File: src/rtl/shift_exec_unit.sv
// ============================================================================
// shift_exec_unit: 32-bit iterative shifter (SLL/SRL/SRA/pass), one bit per cycle
// Revision: 1.0
// ============================================================================
`default_nettype none

module shift_exec_unit (
    input  logic        clk_i,
    input  logic        rst_ni,
    input  logic        valid_i,
    output logic        ready_o,
    input  logic [1:0]  op_i,
    input  logic [31:0] rs1_i,
    input  logic [31:0] rs2_i,
    input  logic        flush_i,
    output logic        valid_o,
    input  logic        ready_i,
    output logic [31:0] rd_o,
    output logic        busy_o
);

    typedef enum logic [1:0] {
        IDLE  = 2'd0,
        SHIFT = 2'd1,
        DONE  = 2'd2
    } state_e;

    localparam logic [1:0] OP_SLL  = 2'b00;
    localparam logic [1:0] OP_SRL  = 2'b01;
    localparam logic [1:0] OP_SRA  = 2'b10;
    localparam logic [1:0] OP_PASS = 2'b11;

    state_e      state_q, state_d;
    logic [31:0] data_q, data_d;
    logic [4:0]  cnt_q, cnt_d;
    logic [1:0]  op_q, op_d;

    always_ff @(posedge clk_i) begin
        if (!rst_ni) begin
            state_q <= IDLE;
            data_q  <= 32'h0000_0000;
            cnt_q   <= 5'd0;
            op_q    <= OP_SLL;
        end else begin
            state_q <= state_d;
            data_q  <= data_d;
            cnt_q   <= cnt_d;
            op_q    <= op_d;
        end
    end

    always_comb begin
        state_d = state_q;
        data_d  = data_q;
        cnt_d   = cnt_q;
        op_d    = op_q;
        case (state_q)
            IDLE: begin
                if (valid_i && !flush_i) begin
                    data_d = rs1_i;
                    op_d   = op_i;
                    cnt_d  = rs2_i[4:0];
                    if ((rs2_i[4:0] == 5'd0) || (op_i == OP_PASS)) begin
                        state_d = DONE;
                    end else begin
                        state_d = SHIFT;
                    end
                end
            end
            SHIFT: begin
                case (op_q)
                    OP_SLL:  data_d = {data_q[30:0], 1'b0};
                    OP_SRL:  data_d = {1'b0, data_q[31:1]};
                    OP_SRA:  data_d = {data_q[31], data_q[31:1]};
                    default: data_d = data_q;
                endcase
                cnt_d = cnt_q - 5'd1;
                if (cnt_q == 5'd1) begin
                    state_d = DONE;
                end
            end
            DONE: begin
                if (ready_i) begin
                    state_d = IDLE;
                end
            end
            default: state_d = IDLE;
        endcase
        // Flush wins over any accept or handoff decided above.
        if (flush_i) begin
            state_d = IDLE;
        end
    end

    assign ready_o = (state_q == IDLE);
    assign valid_o = (state_q == DONE);
    assign busy_o  = (state_q != IDLE);
    assign rd_o    = data_q;

endmodule

`default_nettype wire
File: config.mk
export PLATFORM = sky130hd
export DESIGN_NAME = shift_exec_unit
export DESIGN_NICKNAME = d
export VERILOG_FILES = /design/src/rtl/shift_exec_unit.sv
export SDC_FILE = /design/constraint.sdc
export NUM_CORES = 1
export LEC_CHECK = 0
export CAP_MARGIN = 10
export CORE_ASPECT_RATIO = 1.4
export CORE_MARGIN = 1
export CORE_UTILIZATION = 42
export CTS_CLUSTER_DIAMETER = 40
export DETAILED_ROUTE_END_ITERATION = 8
export GPL_TIMING_DRIVEN = 0
export PLACE_DENSITY = 0.8
export SYNTH_ARGS = -nofsm -noshare
export SYNTH_HDL_FRONTEND = slang
export SYNTH_SLANG_ARGS = --single-unit
File: constraint.sdc
create_clock -name clk_i -period 2.05 [get_ports clk_i]
set_input_delay 0.205 -clock clk_i [delete_from_list [all_inputs] [get_ports clk_i]]
set_output_delay 0.205 -clock clk_i [all_outputs]
set_load 0.05 [all_outputs]
==> results of run 1 <==
-- registers in the layout, indices dropped and copies added, names as in the netlist --
name and cells:
state_q 2, cnt_q 5, rd_o 32, op_q 2
-- worst min-delay path by stage --
stage	start	endpoint	slack, ps	cells after the start
6_report	rst_ni	rd_o[8]$_SDFFE_PN0P_	380	3
5_1_grt	rst_ni	rd_o[9]$_SDFFE_PN0P_	420	3
4_1_cts	rst_ni	rd_o[8]$_SDFFE_PN0P_	350	3
3_5_place_dp	rd_o[0]$_SDFFE_PN0P_	rd_o[0]$_SDFFE_PN0P_	470	2
3_3_place_gp	rd_o[0]$_SDFFE_PN0P_	rd_o[0]$_SDFFE_PN0P_	480	2
2_1_floorplan	flush_i	state_q[0]$_SDFFE_PP0P_	280	1
-- logic make-up (layout without fill, tap and decap cells) --
logic type | count (synthesis) | after routing | synth area share
multiplexers | 3 | 3 | 0.0125
flip-flops | 41 | 41 | 0.340
buffers and inverters | 39 | 122 | 0.0789
adder cells (fa/ha/maj) | 5 | 5 | 0.0259
AO/OA/AOI/OAI | 120 | 120 | 0.408
AND/OR/NAND/NOR | 62 | 62 | 0.134
-- power groups by stage --
stage                     combinational, mW  sequential (mW)  clock, mW
final                                 0.726            0.930      0.495
after global routing                  0.774            0.939      0.529
after CTS                             0.726            0.929      0.500
after detailed placement              0.724            0.947          0
after global placement                0.716            0.947          0
after floorplan                       0.300             1.10          0
-- timing repair --
action | in CTS | in global routing
hold buffers | 0 | 0
pin swaps | 0 | 0
setup endpoints to repair | 1 | 2
gates resized for setup | 1 | 3
gates cloned | 0 | 0
-- layout make-up --
type,count,area [µm²],share of cell area
inverter,9,33.8,0.0101
sequential,41,821,0.246
clock inverter,1,5.00,0.00150
clock buffer,5,68.8,0.0206
multi-input combinational,190,1400,0.420
tap,68,85.1,0.0255
buffer,30,156,0.0468
timing repair buffer,77,768,0.230
-- critical path, cell delays in order, from the launching register on --
cell,delay [ps]
dfxtp_1,310
buf_2,170
nor2_2,110
clkdlybuf4s50_1,800
-- cells in the final DEF, fill, tap and decap left out, drive strengths merged, types with 3 or more instances in the layout --
cell / n
a221oi: 30
nor2b: 3
mux2i: 3
clkbuf: 23
o21ai: 36
nor4b: 3
nor2: 11
dfxtp: 41
o31ai: 32
nand2b: 3
inv: 8
ha: 5
nand2: 6
nand3: 31
a211oi: 4
clkdlybuf4s50: 75
buf: 13
a21oi: 7
-- routing by layer --
metal | wire length [µm] | global-route usage
met1 | 2780 | 0.294
met2 | 3480 | 0.391
met3 | 393 | 0.0398
met4 | 77 | 0.0709
met5 | 0 | 0
-- stage by stage --
stage	total power [mW]	utilization	instances	area, µm²
global placement	1.66	0.592	415	3270
floorplan	1.40	-	270	2410
CTS	2.16	0.605	421	3340
global route	2.24	0.605	421	3340
finish	2.15	0.605	421	3340
detailed placement	1.67	0.592	415	3270
==> results.sh, run 1 <==
export IMPL_hpwl_um=4870
export IMPL_hold_slack_ps=376
export IMPL_initial_utilization=0.436
export IMPL_fmax_mhz=532
export IMPL_synth_most_common_cell="dfxtp_1"
export IMPL_cts_max_level=2
export IMPL_dp_slack_ps=92.7
export IMPL_grt_max_degree=12
export IMPL_worstMarginPinSlew_ps=509
export IMPL_first_global_vias=2323
export IMPL_cts_tree="done"
export IMPL_path_class="reg2out"
export IMPL_grt_pass1_wl_um=11000
export IMPL_reg2reg_from="op_q[1]$_SDFFE_PN0P_"
export IMPL_synth_cell_types=34
export IMPL_syn2layout_area_growth_pct=38.6
export IMPL_syn_nets=346
export IMPL_setup_viol=0
export IMPL_crit_arrival_ps=1670
export IMPL_period_minus_slack_ps=1880
export IMPL_grt_overflow_total=0
export IMPL_p_clk_frac=0.230
export IMPL_num_antenna_cells=0
export IMPL_seq_power_share=0.432
export IMPL_fillers=511
export IMPL_gp_congestion=0.832
export IMPL_synth_common_cells="41 x dfxtp_1, 36 x o21ai_0, 31 x nand3_1, 30 x a221oi_1, 29 x o31ai_2"
export IMPL_syn_area_per_cell_um2=8.93
export IMPL_synth_seq_area_share=0.340
export IMPL_async_flop_share=0
export IMPL_rsz0062_at_grt="no"
export IMPL_clockBufferDepth=2
export IMPL_p_int_mw=1.37
export IMPL_die_area_um2=6050
export IMPL_cts_sinks=41
export IMPL_synth_top_area_cell="dfxtp_1"
export IMPL_vias=2548
export IMPL_relSlewSlack=0.660
export IMPL_antenna_found_initial=0
export IMPL_vdd_drop_max_mv=0.433
export IMPL_post_route_drc_count=0
export IMPL_hold_viol_final=0
export IMPL_core_um2=5530
export IMPL_p_sw_mw=0.776
export IMPL_finalSetupTns_ps=0
export IMPL_drtIter0Drc=189
export IMPL_synth_area_um2=2410
export IMPL_insertion_delay_ps=290
export IMPL_drt_vias_per_instance=6.05
export IMPL_yosysTopAreaCellShare=0.340
export IMPL_ys_flop_type="dfxtp_1"
export IMPL_cts_root_buf="clkbuf_8"
export IMPL_slew_violations=0
export IMPL_crit_start="state_q[1]$_SDFFE_PP0P_"
export IMPL_die_x_um=66.0
export IMPL_power_density_nw_per_um2=644
export IMPL_dr_pass1_iters=5
export IMPL_final_net_count=430
export IMPL_io_pins=106
export IMPL_die_h_um=91.7
export IMPL_drive_gt1_frac=0.136
export IMPL_required_ps=1850
export IMPL_postRouteAntennaNets=0
export IMPL_sw_frac_of_total=0.361
export IMPL_ys_ff_latch=41
export IMPL_synth_area_leaders="dfxtp_1 34%, o31ai_2 15%, a221oi_1 11%"
export IMPL_grt_usage=0.231
export IMPL_clock_skew_final_ps=3.76
export IMPL_start_kind="register"
export IMPL_routed_wl_um=6730
export IMPL_cts_setup_buffers=0
export IMPL_clk_pin_slew_ps=80
export IMPL_run_status="complete, no violations"
export IMPL_r2r_setup_slack_ps=260
export IMPL_crit_fanout=10
export IMPL_worst_slack_ps=171
export IMPL_finalCritPeriodShare=0.917
export IMPL_drv_cap=0
export IMPL_synth_edff_count=0
export IMPL_num_rows=32
export IMPL_cts_buffers=5
export IMPL_r2r_cells=6
export IMPL_synthCells=270
export IMPL_p_comb_frac=0.338
export IMPL_p_leak_nw=1.20
export IMPL_port_buffers=77
export IMPL_hold_path_class="in2reg"
export IMPL_cp_end_kind="primary output"
export IMPL_synth_warnings=0
export IMPL_crit_path_end="ready_o"
export IMPL_worstReg2RegEnd="rd_o[5]$_SDFFE_PN0P_"
export IMPL_routedWlPerCell_um=16.0
Note: power is estimated with default switching activity, not from simulation.
==> run 2, diff against run 1 <==
Settings changed: SKIP_CTS_REPAIR_TIMING set to 1.
==> run 2 against run 1 <==
Effect of this change:
- wire length rose by 0.39%
- clock power hardly changed
- non-clock buffer count did not move
- core utilization rose by 0.14 points
- count of clock-buffer cells in the layout stayed put
- power is essentially flat
- register-to-register slack hardly changed
- critical endpoint unchanged
==> results.sh, run 2 (synthesis gave the netlist of run 1 again) <==
export IMPL_clk_pin_slew_ps=80
export IMPL_worstMarginPinSlew_ps=508
export IMPL_largest_reg_flops=32
export IMPL_drive_gt1_frac=0.133
export IMPL_path_class="reg2out"
export IMPL_r2r_cells=6
export IMPL_hold_viol_final=0
export IMPL_final_net_count=430
export IMPL_cts_max_level=2
export IMPL_clock_skew_final_ps=4.12
export IMPL_required_ps=1850
export IMPL_met1_usage=0.294
export IMPL_die_area_um2=6050
export IMPL_core_um2=5530
export IMPL_cts_tree="done"
export IMPL_grt_overflow_total=0
export IMPL_finalSetupTns_ps=0
export IMPL_crit_fanout=10
export IMPL_layout_cells_non_filler=421
export IMPL_gp_congestion=0.832
export IMPL_drt_vias_per_instance=6.08
export IMPL_cts_buffers=5
export IMPL_fmax_mhz=531
export IMPL_multiInputGateArea_um2=1400
export IMPL_syn2layout_area_growth_pct=38.9
export IMPL_final_area_um2=3350
export IMPL_post_route_drc_count=0
export IMPL_fillers=509
export IMPL_start_kind="register"
export IMPL_grtUsageMet2=0.391
export IMPL_initial_utilization=0.436
export IMPL_final_common_cell="clkdlybuf4s50_1"
export IMPL_grtUsageMet3=0.0398
export IMPL_finalCritPeriodShare=0.918
export IMPL_clockBufferDepth=2
export IMPL_layout_common_cells="75 x clkdlybuf4s50_1, 41 x dfxtp_1, 36 x o21ai_0"
export IMPL_reg2reg_from="op_q[1]$_SDFFE_PN0P_"
export IMPL_vias=2560
export IMPL_power_density_nw_per_um2=643
export IMPL_placed_area_um2=3270
export IMPL_vdd_drop_max_mv=0.433
export IMPL_grt_pass1_wl_um=11000
export IMPL_io_pins=106
export IMPL_hold_path_class="in2reg"
export IMPL_cp_end_kind="primary output"
export IMPL_dp_cells=415
export IMPL_drtIter0Drc=190
export IMPL_period_minus_slack_ps=1880
export IMPL_crit_arrival_ps=1680
export IMPL_grt_usage=0.231
export IMPL_run_status="complete, no violations"
export IMPL_cts_sinks=41
export IMPL_port_buffers=77
export IMPL_routedWlPerCell_um=16.1
export IMPL_relSlewSlack=0.660
export IMPL_top_usage_layer="met2"
export IMPL_worstReg2RegEnd="rd_o[25]$_SDFFE_PN0P_"
export IMPL_die_x_um=66.0
export IMPL_insertion_delay_ps=290
export IMPL_grt_max_degree=12
export IMPL_regArea_um2=821
export IMPL_p_leak_nw=1.21
export IMPL_slew_violations=0
export IMPL_num_rows=32
export IMPL_r2r_setup_slack_ps=260
export IMPL_dr_pass1_iters=5
export IMPL_setup_viol=0
export IMPL_num_antenna_cells=0
export IMPL_crit_start="state_q[1]$_SDFFE_PP0P_"
export IMPL_drv_cap=0
export IMPL_routed_wl_um=6760
export IMPL_die_h_um=91.7
export IMPL_antenna_found_initial=0
export IMPL_cts_root_buf="clkbuf_8"
export IMPL_crit_path_end="ready_o"
export IMPL_hpwl_um=4870
export IMPL_first_global_vias=2323
export IMPL_rsz0062_at_grt="no"
export IMPL_postRouteAntennaNets=0
[run 2: changes by cell type in the layout (fill, tap and decap cells not counted), sizes merged]
| cell | before | now |
|---|---|---|
| clkbuf | 23 | 22 |
| dlymetal6s2s | 1 | 2 |
[run 2: layout make-up]
cell class / count / area share
plain buffers: 30 / 0.0467
repair buffers: 77 / 0.232
clock inverters: 1 / 0.00149
multi-input cells: 190 / 0.419
flip-flops and latches: 41 / 0.245
clock buffers: 5 / 0.0206
inverters: 9 / 0.0101
well taps: 68 / 0.0254
[run 2: per-stage QoR]
stage / setup slack, ps / power, mW / hold slack [ps] / utilization
2_1_floorplan: 40.0 / 1.40 / 282 / -
3_3_place_gp: 115 / 1.66 / 480 / 0.592
3_5_place_dp: 92.7 / 1.67 / 472 / 0.592
4_1_cts: -203 / 2.16 / 355 / 0.605
5_1_grt: 75.3 / 2.24 / 418 / 0.606
6_report: 168 / 2.15 / 368 / 0.606
[run 2: worst min path at each step]
stage	start	to	slack [ps]	cells after the start
2_1_floorplan	flush_i	state_q[0]$_SDFFE_PP0P_	280	1
3_3_place_gp	rd_o[0]$_SDFFE_PN0P_	rd_o[0]$_SDFFE_PN0P_	480	2
3_5_place_dp	rd_o[0]$_SDFFE_PN0P_	rd_o[0]$_SDFFE_PN0P_	470	2
4_1_cts	rst_ni	rd_o[8]$_SDFFE_PN0P_	350	3
5_1_grt	rst_ni	rd_o[9]$_SDFFE_PN0P_	420	3
6_report	rst_ni	rd_o[8]$_SDFFE_PN0P_	370	3
[run 2: where the power goes]
part / internal, mW / switching, mW
sequential: 0.859 / 0.0707
clock: 0.224 / 0.270
combinational: 0.291 / 0.437
[run 2: metal layers]
metal / wire [µm] / share of wire
met1: 2800 / 0.41
met2: 3500 / 0.52
met3: 385 / 0.057
met4: 72 / 0.011
met5: 0 / 0
[run 2: critical path, stage by stage (launching register included)]
cell	delay [ps]
dfxtp_1	310
buf_2	180
nor2_2	110
clkdlybuf4s50_1	800
==> run 3, diff against run 2 <==
Settings changed: RECOVER_POWER set to 25.
==> run 3 against run 2 <==
Effect of this change:
- setup slack got worse by 31 ps
- combinational power down 1%
- count of clock-buffer cells in the layout is the same
- wire length decreased by 0.55%
- via count shrank 0.23%
- global-route usage unchanged
- critical endpoint unchanged
==> results.sh, run 3 (synthesis gave the netlist of run 1 again) <==
export IMPL_layout_common_cells="66 x clkdlybuf4s50_1, 41 x dfxtp_1, 36 x o21ai_0"
export IMPL_final_util=0.603
export IMPL_crit_arrival_ps=1710
export IMPL_largest_reg_flops=32
export IMPL_rsz0062_at_grt="no"
export IMPL_fmax_mhz=523
export IMPL_relSlewSlack=0.602
export IMPL_run_status="complete, no violations"
export IMPL_regArea_um2=821
export IMPL_drive_gt1_frac=0.127
export IMPL_hold_slack_ps=366
export IMPL_insertion_delay_ps=290
export IMPL_clk_pin_slew_ps=80
export IMPL_vdd_drop_max_mv=0.427
export IMPL_final_area_um2=3330
export IMPL_slew_violations=0
export IMPL_cts_max_level=2
export IMPL_vias=2554
export IMPL_top_usage_layer="met2"
export IMPL_multiInputGateArea_um2=1400
export IMPL_finalSetupTns_ps=0
export IMPL_die_area_um2=6050
export IMPL_cts_tree="done"
export IMPL_io_pins=106
export IMPL_r2r_setup_slack_ps=250
export IMPL_worstMarginPinSlew_ps=600
export IMPL_total_power_mw=2.14
export IMPL_post_route_drc_count=0
export IMPL_drv_cap=0
export IMPL_start_kind="register"
export IMPL_drt_vias_per_instance=6.07
export IMPL_final_net_count=430
export IMPL_num_antenna_cells=0
export IMPL_drtIter0Drc=171
export IMPL_fillers=515
export IMPL_hpwl_um=4870
export IMPL_cts_buffers=5
export IMPL_gp_congestion=0.832
export IMPL_port_buffers=77
export IMPL_path_class="reg2out"
export IMPL_grt_pass1_wl_um=11000
export IMPL_clock_skew_final_ps=4.33
export IMPL_dr_pass1_iters=4
export IMPL_antenna_found_initial=0
export IMPL_syn2layout_area_growth_pct=38.1
export IMPL_routedWlPerCell_um=16.0
export IMPL_finalCritPeriodShare=0.933
export IMPL_met1_usage=0.294
export IMPL_grtUsageMet3=0.0398
export IMPL_clockBufferDepth=2
export IMPL_grt_max_degree=12
export IMPL_cts_sinks=41
export IMPL_setup_viol=0
export IMPL_initial_utilization=0.436
export IMPL_die_h_um=91.7
export IMPL_cts_root_buf="clkbuf_8"
export IMPL_power_density_nw_per_um2=642
export IMPL_first_global_vias=2323
export IMPL_period_minus_slack_ps=1910
export IMPL_p_leak_nw=1.21
export IMPL_num_rows=32
export IMPL_placed_area_um2=3270
export IMPL_core_um2=5530
export IMPL_die_x_um=66.0
export IMPL_required_ps=1850
export IMPL_hold_path_class="in2reg"
export IMPL_routed_wl_um=6720
export IMPL_final_common_cell="clkdlybuf4s50_1"
export IMPL_grtUsageMet2=0.391
export IMPL_hold_viol_final=0
export IMPL_postRouteAntennaNets=0
export IMPL_grt_usage=0.231
export IMPL_grt_overflow_total=0
export IMPL_crit_fanout=10
export IMPL_cp_end_kind="primary output"
-- run 3: changes by cell type in the layout (fill, tap and decap cells not counted) --
cell	delta
nor2_1	+1
nor2_2	-1
dlygate4sd3_1	+9
dlymetal6s2s_1	-1
clkbuf_1	+2
buf_6	-1
clkdlybuf4s50_1	-9
-- run 3: final cells by class --
cell class | instances | share of cell area
plain buffers | 30 | 0.0447
clock buffers | 5 | 0.0207
clock inverters | 1 | 0.00150
inverters | 9 | 0.0101
multi-input cells | 190 | 0.421
flip-flops and latches | 41 | 0.247
well taps | 68 | 0.0256
repair buffers | 77 | 0.230
-- run 3: where the power goes --
part	switching [mW]	internal, mW
clock network	0.265	0.224
registers	0.0705	0.859
logic	0.436	0.282
-- run 3: routing by layer --
layer / up-vias / wire length, µm
met5: - / 0
met4: 0 / 86
met3: 7 / 356
met2: 95 / 3480
met1: 1235 / 2790
li1: 1217 / -
-- run 3: worst paths after layout --
| kind | startpoint | end | cells after the start |
|---|---|---|---|
| max | state_q[1]$_SDFFE_PP0P_ | ready_o | 3 |
| min | rst_ni | rd_o[8]$_SDFFE_PN0P_ | 3 |
| max reg2reg | op_q[1]$_SDFFE_PN0P_ | rd_o[5]$_SDFFE_PN0P_ | 6 |
| min reg2reg | rd_o[0]$_SDFFE_PN0P_ | rd_o[0]$_SDFFE_PN0P_ | 2 |
-- run 3: critical path, cell delays in order, from the launching register on --
cell and delay (ps):
dfxtp_1 310, buf_2 170, nor2_1 130, clkdlybuf4s50_1 810
-- run 3: per-stage QoR --
stage / setup WS [ps] / instances
final: 138 / 421
after global routing: 56.0 / 421
after CTS: -203 / 421
after detailed placement: 92.7 / 415
after global placement: 115 / 415
after floorplan: 40.0 / 270
